==> src/rtl/aud_sram_arbiter.sv <==
// -----------------------------------------------------------------------------
// aud_sram_arbiter
// Shares one off-chip asynchronous 16-bit audio SRAM between the recorder
// (write port) and the playback DSP (read port).
//
// Each access occupies the SRAM pins for ACC_CYC cycles. Every access is
// followed by one idle bus cycle, which is also the cycle that carries the ack.
// The block also tracks the end-of-recording address (one past the highest
// word written) and flags end of file on reads at or beyond that address.
//
// Ports:
//   i_clk, i_rst                      clock, synchronous active-high reset
//   i_rec_req/addr/wdata, o_rec_ack   recorder write request and completion
//   i_play_req/addr                   player read request
//   o_play_rdata/ack/eof              read data, completion and end-of-file
//   i_clr_end, o_rec_end_addr         end-of-recording address and its clear
//   o_sram_*, i_sram_rdata            SRAM pad interface (controls active low)
//
// Build option:
//   AUD_ARB_REC_PRIO_EN  when defined, REC always wins a contended grant
//                        (fixed priority). Otherwise grants are round-robin.
// -----------------------------------------------------------------------------
module aud_sram_arbiter #(
  parameter int ADDR_W  = 20,
  parameter int DATA_W  = 16,
  parameter int ACC_CYC = 2
) (
  input  logic              i_clk,
  input  logic              i_rst,
  input  logic              i_rec_req,
  input  logic [ADDR_W-1:0] i_rec_addr,
  input  logic [DATA_W-1:0] i_rec_wdata,
  output logic              o_rec_ack,
  input  logic              i_play_req,
  input  logic [ADDR_W-1:0] i_play_addr,
  output logic [DATA_W-1:0] o_play_rdata,
  output logic              o_play_ack,
  output logic              o_play_eof,
  input  logic              i_clr_end,
  output logic [ADDR_W-1:0] o_rec_end_addr,
  output logic [ADDR_W-1:0] o_sram_addr,
  output logic [DATA_W-1:0] o_sram_wdata,
  output logic              o_sram_data_oe,
  input  logic [DATA_W-1:0] i_sram_rdata,
  output logic              o_sram_ce_n,
  output logic              o_sram_oe_n,
  output logic              o_sram_we_n,
  output logic              o_sram_lb_n,
  output logic              o_sram_ub_n
);

  typedef enum logic {S_IDLE = 1'b0, S_ACCESS = 1'b1} state_e;

  localparam logic [3:0]        ACC_LAST = 4'(ACC_CYC - 1);
  localparam logic [ADDR_W-1:0] ADDR_ONE = {{(ADDR_W-1){1'b0}}, 1'b1};

  state_e              state_q, state_d;
  logic [3:0]          cnt_q, cnt_d;
  logic                is_wr_q, is_wr_d;
  logic                rec_pend_q, rec_pend_d;
  logic [ADDR_W-1:0]   rec_addr_q, rec_addr_d;
  logic [DATA_W-1:0]   rec_data_q, rec_data_d;
  logic                play_pend_q, play_pend_d;
  logic [ADDR_W-1:0]   play_addr_q, play_addr_d;
  logic [ADDR_W-1:0]   sram_addr_q, sram_addr_d;
  logic [DATA_W-1:0]   sram_wdata_q, sram_wdata_d;
  logic                data_oe_q, data_oe_d;
  logic                ce_n_q, ce_n_d;
  logic                oe_n_q, oe_n_d;
  logic                we_n_q, we_n_d;
  logic                rec_ack_q, rec_ack_d;
  logic                play_ack_q, play_ack_d;
  logic                play_eof_q, play_eof_d;
  logic [DATA_W-1:0]   play_rdata_q, play_rdata_d;
  logic [ADDR_W-1:0]   rec_end_q, rec_end_d;
  logic [ADDR_W-1:0]   rec_end_upd_s;
  logic                grant_s;
  logic                pick_rec_s;
`ifndef AUD_ARB_REC_PRIO_EN
  // 1 when the last grant went to REC; reset value 0 means "PLAY last".
  logic                last_rec_q, last_rec_d;
`endif

  // Arbitration: which port wins if a grant happens this cycle.
  always_comb begin
    pick_rec_s = 1'b0;
`ifdef AUD_ARB_REC_PRIO_EN
    pick_rec_s = rec_pend_q;
`else
    if (rec_pend_q && play_pend_q) begin
      pick_rec_s = ~last_rec_q;
    end else begin
      pick_rec_s = rec_pend_q;
    end
    last_rec_d = last_rec_q;
    if (grant_s) begin
      last_rec_d = pick_rec_s;
    end else begin
      last_rec_d = last_rec_q;
    end
`endif
  end

  // Access sequencer, request capture and all next-state values.
  always_comb begin
    state_d       = state_q;
    cnt_d         = cnt_q;
    is_wr_d       = is_wr_q;
    sram_addr_d   = sram_addr_q;
    sram_wdata_d  = sram_wdata_q;
    data_oe_d     = data_oe_q;
    ce_n_d        = ce_n_q;
    oe_n_d        = oe_n_q;
    we_n_d        = we_n_q;
    rec_ack_d     = 1'b0;
    play_ack_d    = 1'b0;
    play_eof_d    = 1'b0;
    play_rdata_d  = play_rdata_q;
    rec_end_upd_s = rec_end_q;
    grant_s       = 1'b0;

    case (state_q)
      S_IDLE: begin
        if (rec_pend_q || play_pend_q) begin
          grant_s = 1'b1;
          is_wr_d = pick_rec_s;
          state_d = S_ACCESS;
          cnt_d   = 4'd0;
          ce_n_d  = 1'b0;
          if (pick_rec_s) begin
            sram_addr_d  = rec_addr_q;
            sram_wdata_d = rec_data_q;
            oe_n_d       = 1'b1;
            we_n_d       = 1'b0;
            data_oe_d    = 1'b1;
          end else begin
            sram_addr_d  = play_addr_q;
            sram_wdata_d = sram_wdata_q;
            oe_n_d       = 1'b0;
            we_n_d       = 1'b1;
            data_oe_d    = 1'b0;
          end
        end else begin
          state_d = S_IDLE;
        end
      end
      S_ACCESS: begin
        cnt_d = cnt_q + 4'd1;
        if (cnt_q == ACC_LAST) begin
          state_d   = S_IDLE;
          ce_n_d    = 1'b1;
          oe_n_d    = 1'b1;
          we_n_d    = 1'b1;
          data_oe_d = 1'b0;
          if (is_wr_q) begin
            rec_ack_d = 1'b1;
            // End address only ever grows; the +1 wraps at the top word.
            if (sram_addr_q >= rec_end_q) begin
              rec_end_upd_s = sram_addr_q + ADDR_ONE;
            end else begin
              rec_end_upd_s = rec_end_q;
            end
          end else begin
            play_ack_d   = 1'b1;
            play_rdata_d = i_sram_rdata;
            play_eof_d   = (sram_addr_q >= rec_end_q);
          end
        end else begin
          state_d = S_ACCESS;
        end
      end
      default: begin
        state_d   = S_IDLE;
        ce_n_d    = 1'b1;
        oe_n_d    = 1'b1;
        we_n_d    = 1'b1;
        data_oe_d = 1'b0;
      end
    endcase

    rec_end_d = i_clr_end ? {ADDR_W{1'b0}} : rec_end_upd_s;

    // A pulse on a port whose request is still pending is dropped, including
    // the cycle in which that pending request is being granted.
    rec_pend_d = rec_pend_q;
    rec_addr_d = rec_addr_q;
    rec_data_d = rec_data_q;
    if (grant_s && pick_rec_s) begin
      rec_pend_d = 1'b0;
    end else if (i_rec_req && !rec_pend_q) begin
      rec_pend_d = 1'b1;
      rec_addr_d = i_rec_addr;
      rec_data_d = i_rec_wdata;
    end else begin
      rec_pend_d = rec_pend_q;
    end

    play_pend_d = play_pend_q;
    play_addr_d = play_addr_q;
    if (grant_s && !pick_rec_s) begin
      play_pend_d = 1'b0;
    end else if (i_play_req && !play_pend_q) begin
      play_pend_d = 1'b1;
      play_addr_d = i_play_addr;
    end else begin
      play_pend_d = play_pend_q;
    end
  end

  // State and output registers with synchronous reset.
  always_ff @(posedge i_clk) begin
    if (i_rst) begin
      state_q      <= S_IDLE;
      cnt_q        <= 4'd0;
      is_wr_q      <= 1'b0;
      rec_pend_q   <= 1'b0;
      rec_addr_q   <= {ADDR_W{1'b0}};
      rec_data_q   <= {DATA_W{1'b0}};
      play_pend_q  <= 1'b0;
      play_addr_q  <= {ADDR_W{1'b0}};
      sram_addr_q  <= {ADDR_W{1'b0}};
      sram_wdata_q <= {DATA_W{1'b0}};
      data_oe_q    <= 1'b0;
      ce_n_q       <= 1'b1;
      oe_n_q       <= 1'b1;
      we_n_q       <= 1'b1;
      rec_ack_q    <= 1'b0;
      play_ack_q   <= 1'b0;
      play_eof_q   <= 1'b0;
      play_rdata_q <= {DATA_W{1'b0}};
      rec_end_q    <= {ADDR_W{1'b0}};
`ifndef AUD_ARB_REC_PRIO_EN
      last_rec_q   <= 1'b0;
`endif
    end else begin
      state_q      <= state_d;
      cnt_q        <= cnt_d;
      is_wr_q      <= is_wr_d;
      rec_pend_q   <= rec_pend_d;
      rec_addr_q   <= rec_addr_d;
      rec_data_q   <= rec_data_d;
      play_pend_q  <= play_pend_d;
      play_addr_q  <= play_addr_d;
      sram_addr_q  <= sram_addr_d;
      sram_wdata_q <= sram_wdata_d;
      data_oe_q    <= data_oe_d;
      ce_n_q       <= ce_n_d;
      oe_n_q       <= oe_n_d;
      we_n_q       <= we_n_d;
      rec_ack_q    <= rec_ack_d;
      play_ack_q   <= play_ack_d;
      play_eof_q   <= play_eof_d;
      play_rdata_q <= play_rdata_d;
      rec_end_q    <= rec_end_d;
`ifndef AUD_ARB_REC_PRIO_EN
      last_rec_q   <= last_rec_d;
`endif
    end
  end

  assign o_rec_ack      = rec_ack_q;
  assign o_play_ack     = play_ack_q;
  assign o_play_eof     = play_eof_q;
  assign o_play_rdata   = play_rdata_q;
  assign o_rec_end_addr = rec_end_q;
  assign o_sram_addr    = sram_addr_q;
  assign o_sram_wdata   = sram_wdata_q;
  assign o_sram_data_oe = data_oe_q;
  // Byte lanes are always enabled together with chip enable.
  assign o_sram_ce_n    = ce_n_q;
  assign o_sram_lb_n    = ce_n_q;
  assign o_sram_ub_n    = ce_n_q;
  assign o_sram_oe_n    = oe_n_q;
  assign o_sram_we_n    = we_n_q;

endmodule

==> config.mk <==
export PLATFORM = sky130hd
export DESIGN_NAME = aud_sram_arbiter
export DESIGN_NICKNAME = d
export VERILOG_FILES = /design/src/rtl/aud_sram_arbiter.sv
export SDC_FILE = /design/constraint.sdc
export NUM_CORES = 1
export LEC_CHECK = 0
export BUFFER_PORTS_ARGS = -buffer_cell sky130_fd_sc_hd__buf_4
export CAP_MARGIN = 20
export CORE_MARGIN = 4
export CORE_UTILIZATION = 48
export CTS_CLUSTER_SIZE = 8
export DETAILED_ROUTE_END_ITERATION = 8
export MAX_ROUTING_LAYER = met4
export PLACE_DENSITY = 0.88
export SLEW_MARGIN = 20
export SYNTH_ARGS = -nofsm -noshare
export SYNTH_HDL_FRONTEND = slang
export SYNTH_SLANG_ARGS = --single-unit
==> constraint.sdc <==
create_clock -name i_clk -period 2 [get_ports i_clk]
set_clock_uncertainty 0.1 [all_clocks]
set_input_delay 0.5 -clock i_clk [delete_from_list [all_inputs] [get_ports i_clk]]
set_output_delay 0.5 -clock i_clk [all_outputs]
set_load 0.05 [all_outputs]
==> results.ini <==
[cts]
cts.sinks = 143
clkSlewWorstSetupHoldPaths_ns = 0.06
ctsHoldBuffers = 0
clock_latency_ns = 0.42
numCtsBuffers = 17
clockRootBuffer = clkbuf_16
cts_tree = built
cts_max_level = 4
cts_buffer_depth = 2

[layout]
drive_above_1_share_pct = 34.55
antenna_cells = 0
design_area_um2 = 8621
layout.nets = 990
final-seq-area_um2 = 2950
areaGrowthSynthToFinish_pct = 43.33
fill_cells = 944
multi_input_comb_area_um2 = 3080

[placement]
place_area_um2 = 7641
gp_congestion = 0.8537
hpwl_um = 11120
io_buffers = 157
dp_worst_setup_slack_ns = -0.06597

[sta]
timing.fmax_mhz = 455.7
setup_viol = 20
hold_viol_final = 0
fin_ws_ns = -0.1943
setup_tns_ns = -3.344
period_share_pct = 109.7
rsz0062_at_grt = yes
worst_slew_pin_slew_ns = 0.4230
holdWs_ns = 0.1837
slew-limit-headroom_pct = 71.80
maxSlewViolCount = 0
fin_crit_ns = 2.194

[worst_setup_path]
start_kind = flop
end_kind = flop
required_ns = 2.24
critPathArrivalTime_ns = 2.43
critical_path_class = flop to flop
critPathMaxFanout = 5

[logic_synthesis]
synthesis.nets = 810
syn_avg_cell_area_um2 = 8.471
yosysTopAreaCellShare_pct = 47.60
synth_warnings = 0
synth_area_leaders = dfxtp_1 48%, nand2_1 12%, a21oi_1 7.1%
synthDistinctLibCells = 42
yosysSeqAreaShare_pct = 47.60
synth_top_cell_by_area = dfxtp_1
synth_area_um2 = 6015
ys_seq_elements = 143
syn_inst = 710

[run_status]
violations = setup timing
status = complete, but fails checks

[pwr]
power_per_cell_area_nw_per_um2 = 950.0
p_leak_nw = 3.693
peakVddDrop_v = 0.0008040
p_total_mw = 8.190

[die]
dieArea_um2 = 14390
core_um2 = 12160
fp.dieW_um = 119.9
start_util_pct = 49.45
pin_count = 158
die_height_um = 119.9
rows = 40

[grt]
grt_antenna_before_repair = 0
grt_pass1_wl_um = 26520
grt_overflow = 0
grt_pass1_vias = 5476
grt_max_degree = 67
grt.total_usage_pct = 23.97

[detailed_routing]
drtAntennaViolNets = 0
wire_per_inst_um = 15.80
drtIter0Drc = 466
dr_total_vias = 5528
drc_errors = 0
via_per_inst = 5.162
drt-total-wl_um = 16920
detail_route.first_pass.iterations = 5

[worst_hold_path]
hold_class = input port to flop

[flow_run]
maxCapViolations = 0

==> synth_stat cells, drive strengths merged <==
cell type / instances
a21boi: 1
nand3: 11
and3: 2
xnor2: 14
nor2b: 3
a21oi: 86
nand4: 11
xor2: 6
a211oi: 20
ha: 23
buf: 15
and4bb: 1
dfxtp: 143
o31a: 1
nor3: 5
or2: 2
a31o: 1
nand2b: 6
inv: 22
a22oi: 1
clkbuf: 30
a21o: 1
nand2: 201
mux2: 1
o21ai: 4
a311oi: 1
o21a: 1
mux2i: 40
o21bai: 2
nor4: 2
nor2: 37
a22o: 16
==> final cells by class <==
| cell class | instances | share of cell area (%) |
|---|---|---|
| Timing Repair Buffer | 206 | 19.03 |
| Sequential cell | 143 | 34.22 |
| Tap cell | 168 | 2.438 |
| Inverter | 22 | 0.9869 |
| Clock inverter | 8 | 1.393 |
| Clock buffer | 24 | 6.197 |
| Multi-Input combinational cell | 500 | 35.73 |
==> routing by layer <==
layer / global-route usage [%] / vias up / share of wire [%]
li1: - / 2753 / -
met1: 27.72 / 2547 / 41
met2: 40.01 / 198 / 50
met3: 7.257 / 30 / 7.0
met4: 7.588 / 0 / 1.6
met5: - / - / 0
==> report_power, final <==
| group | leakage (nW) | internal, mW | switching (mW) |
|---|---|---|---|
| combinational | 2.18 | 0.669 | 0.963 |
| clock | 0.327 | 2.24 | 1.18 |
| sequential | 1.19 | 3.01 | 0.128 |
| total | 3.69 | 5.92 | 2.27 |
==> registers in the layout, indices dropped and copies added (netlist names), 4 cells and up <==
name and count:
o_rec_end_addr 20, o_play_rdata 16, rec_addr_q 20, o_sram_wdata 16, cnt_q 4, o_sram_addr 20, play_addr_q 20, rec_data_q 16
==> layout by cell type (no fill, tap or decap), types with 3 or more instances in the layout <==
cell / count
nand4_1: 10
buf_12: 4
a22o_1: 16
nand2_1: 200
nand3_1: 11
dfxtp_4: 15
ha_1: 11
nor2_1: 34
dfxtp_1: 103
ha_4: 12
mux2i_1: 39
a21oi_1: 84
clkinv_2: 3
nand2b_1: 5
bufinv_16: 3
xor2_1: 6
buf_4: 199
nor3_1: 3
clkbuf_16: 19
a211oi_1: 20
dfxtp_2: 25
clkbuf_8: 4
xnor2_1: 14
inv_2: 4
inv_1: 17
==> timing repair <==
| item | 4_1_cts | 5_1_grt |
|---|---|---|
| pin swaps | 10 | 9 |
| buffers inserted | 8 | 3 |
| resized for setup | 24 | 5 |
| endpoints found under the setup margin | 20 | 20 |
| gates cloned | 2 | 0 |
==> per-stage QoR <==
step,util [%],std cells
after CTS,70.50,1069
after detailed placement,62.83,1027
after global placement,62.83,1027
final,70.88,1071
after floorplan,-,710
after global routing,70.88,1071
==> logic make-up after synthesis <==
kind of cell	Yosys count	share of synthesized area, %
AO/OA/AOI/OAI	135	13.63
XOR/XNOR	20	2.912
adder cells (fa/ha/maj)	23	4.785
buffers and inverters	67	4.826
flip-flops	143	47.60
multiplexers	41	6.844
AND/OR/NAND/NOR	281	19.41
==> path summary, 6_finish.rpt <==
path	startpoint	to	slack (ns)	cells after the start
min reg2reg	o_play_rdata[13]	o_play_rdata[13]	0.35	2
max	o_rec_end_addr[7]	o_rec_end_addr[4]	-0.19	9
max reg2reg	o_rec_end_addr[7]	o_rec_end_addr[4]	-0.19	9
min	i_rec_req	rec_pend_q	0.18	2
==> worst max-delay path, cell delays in order, from the launching register on <==
cell,delay [ns]
dfxtp_4,0.36
inv_2,0.04
ha_4,0.26
nand4_1,0.15
nor4_2,0.38
a22oi_2,0.13
a31o_1,0.23
buf_6,0.15
buf_16,0.14
mux2i_1,0.17
Note: power is estimated with default switching activity, not from simulation.
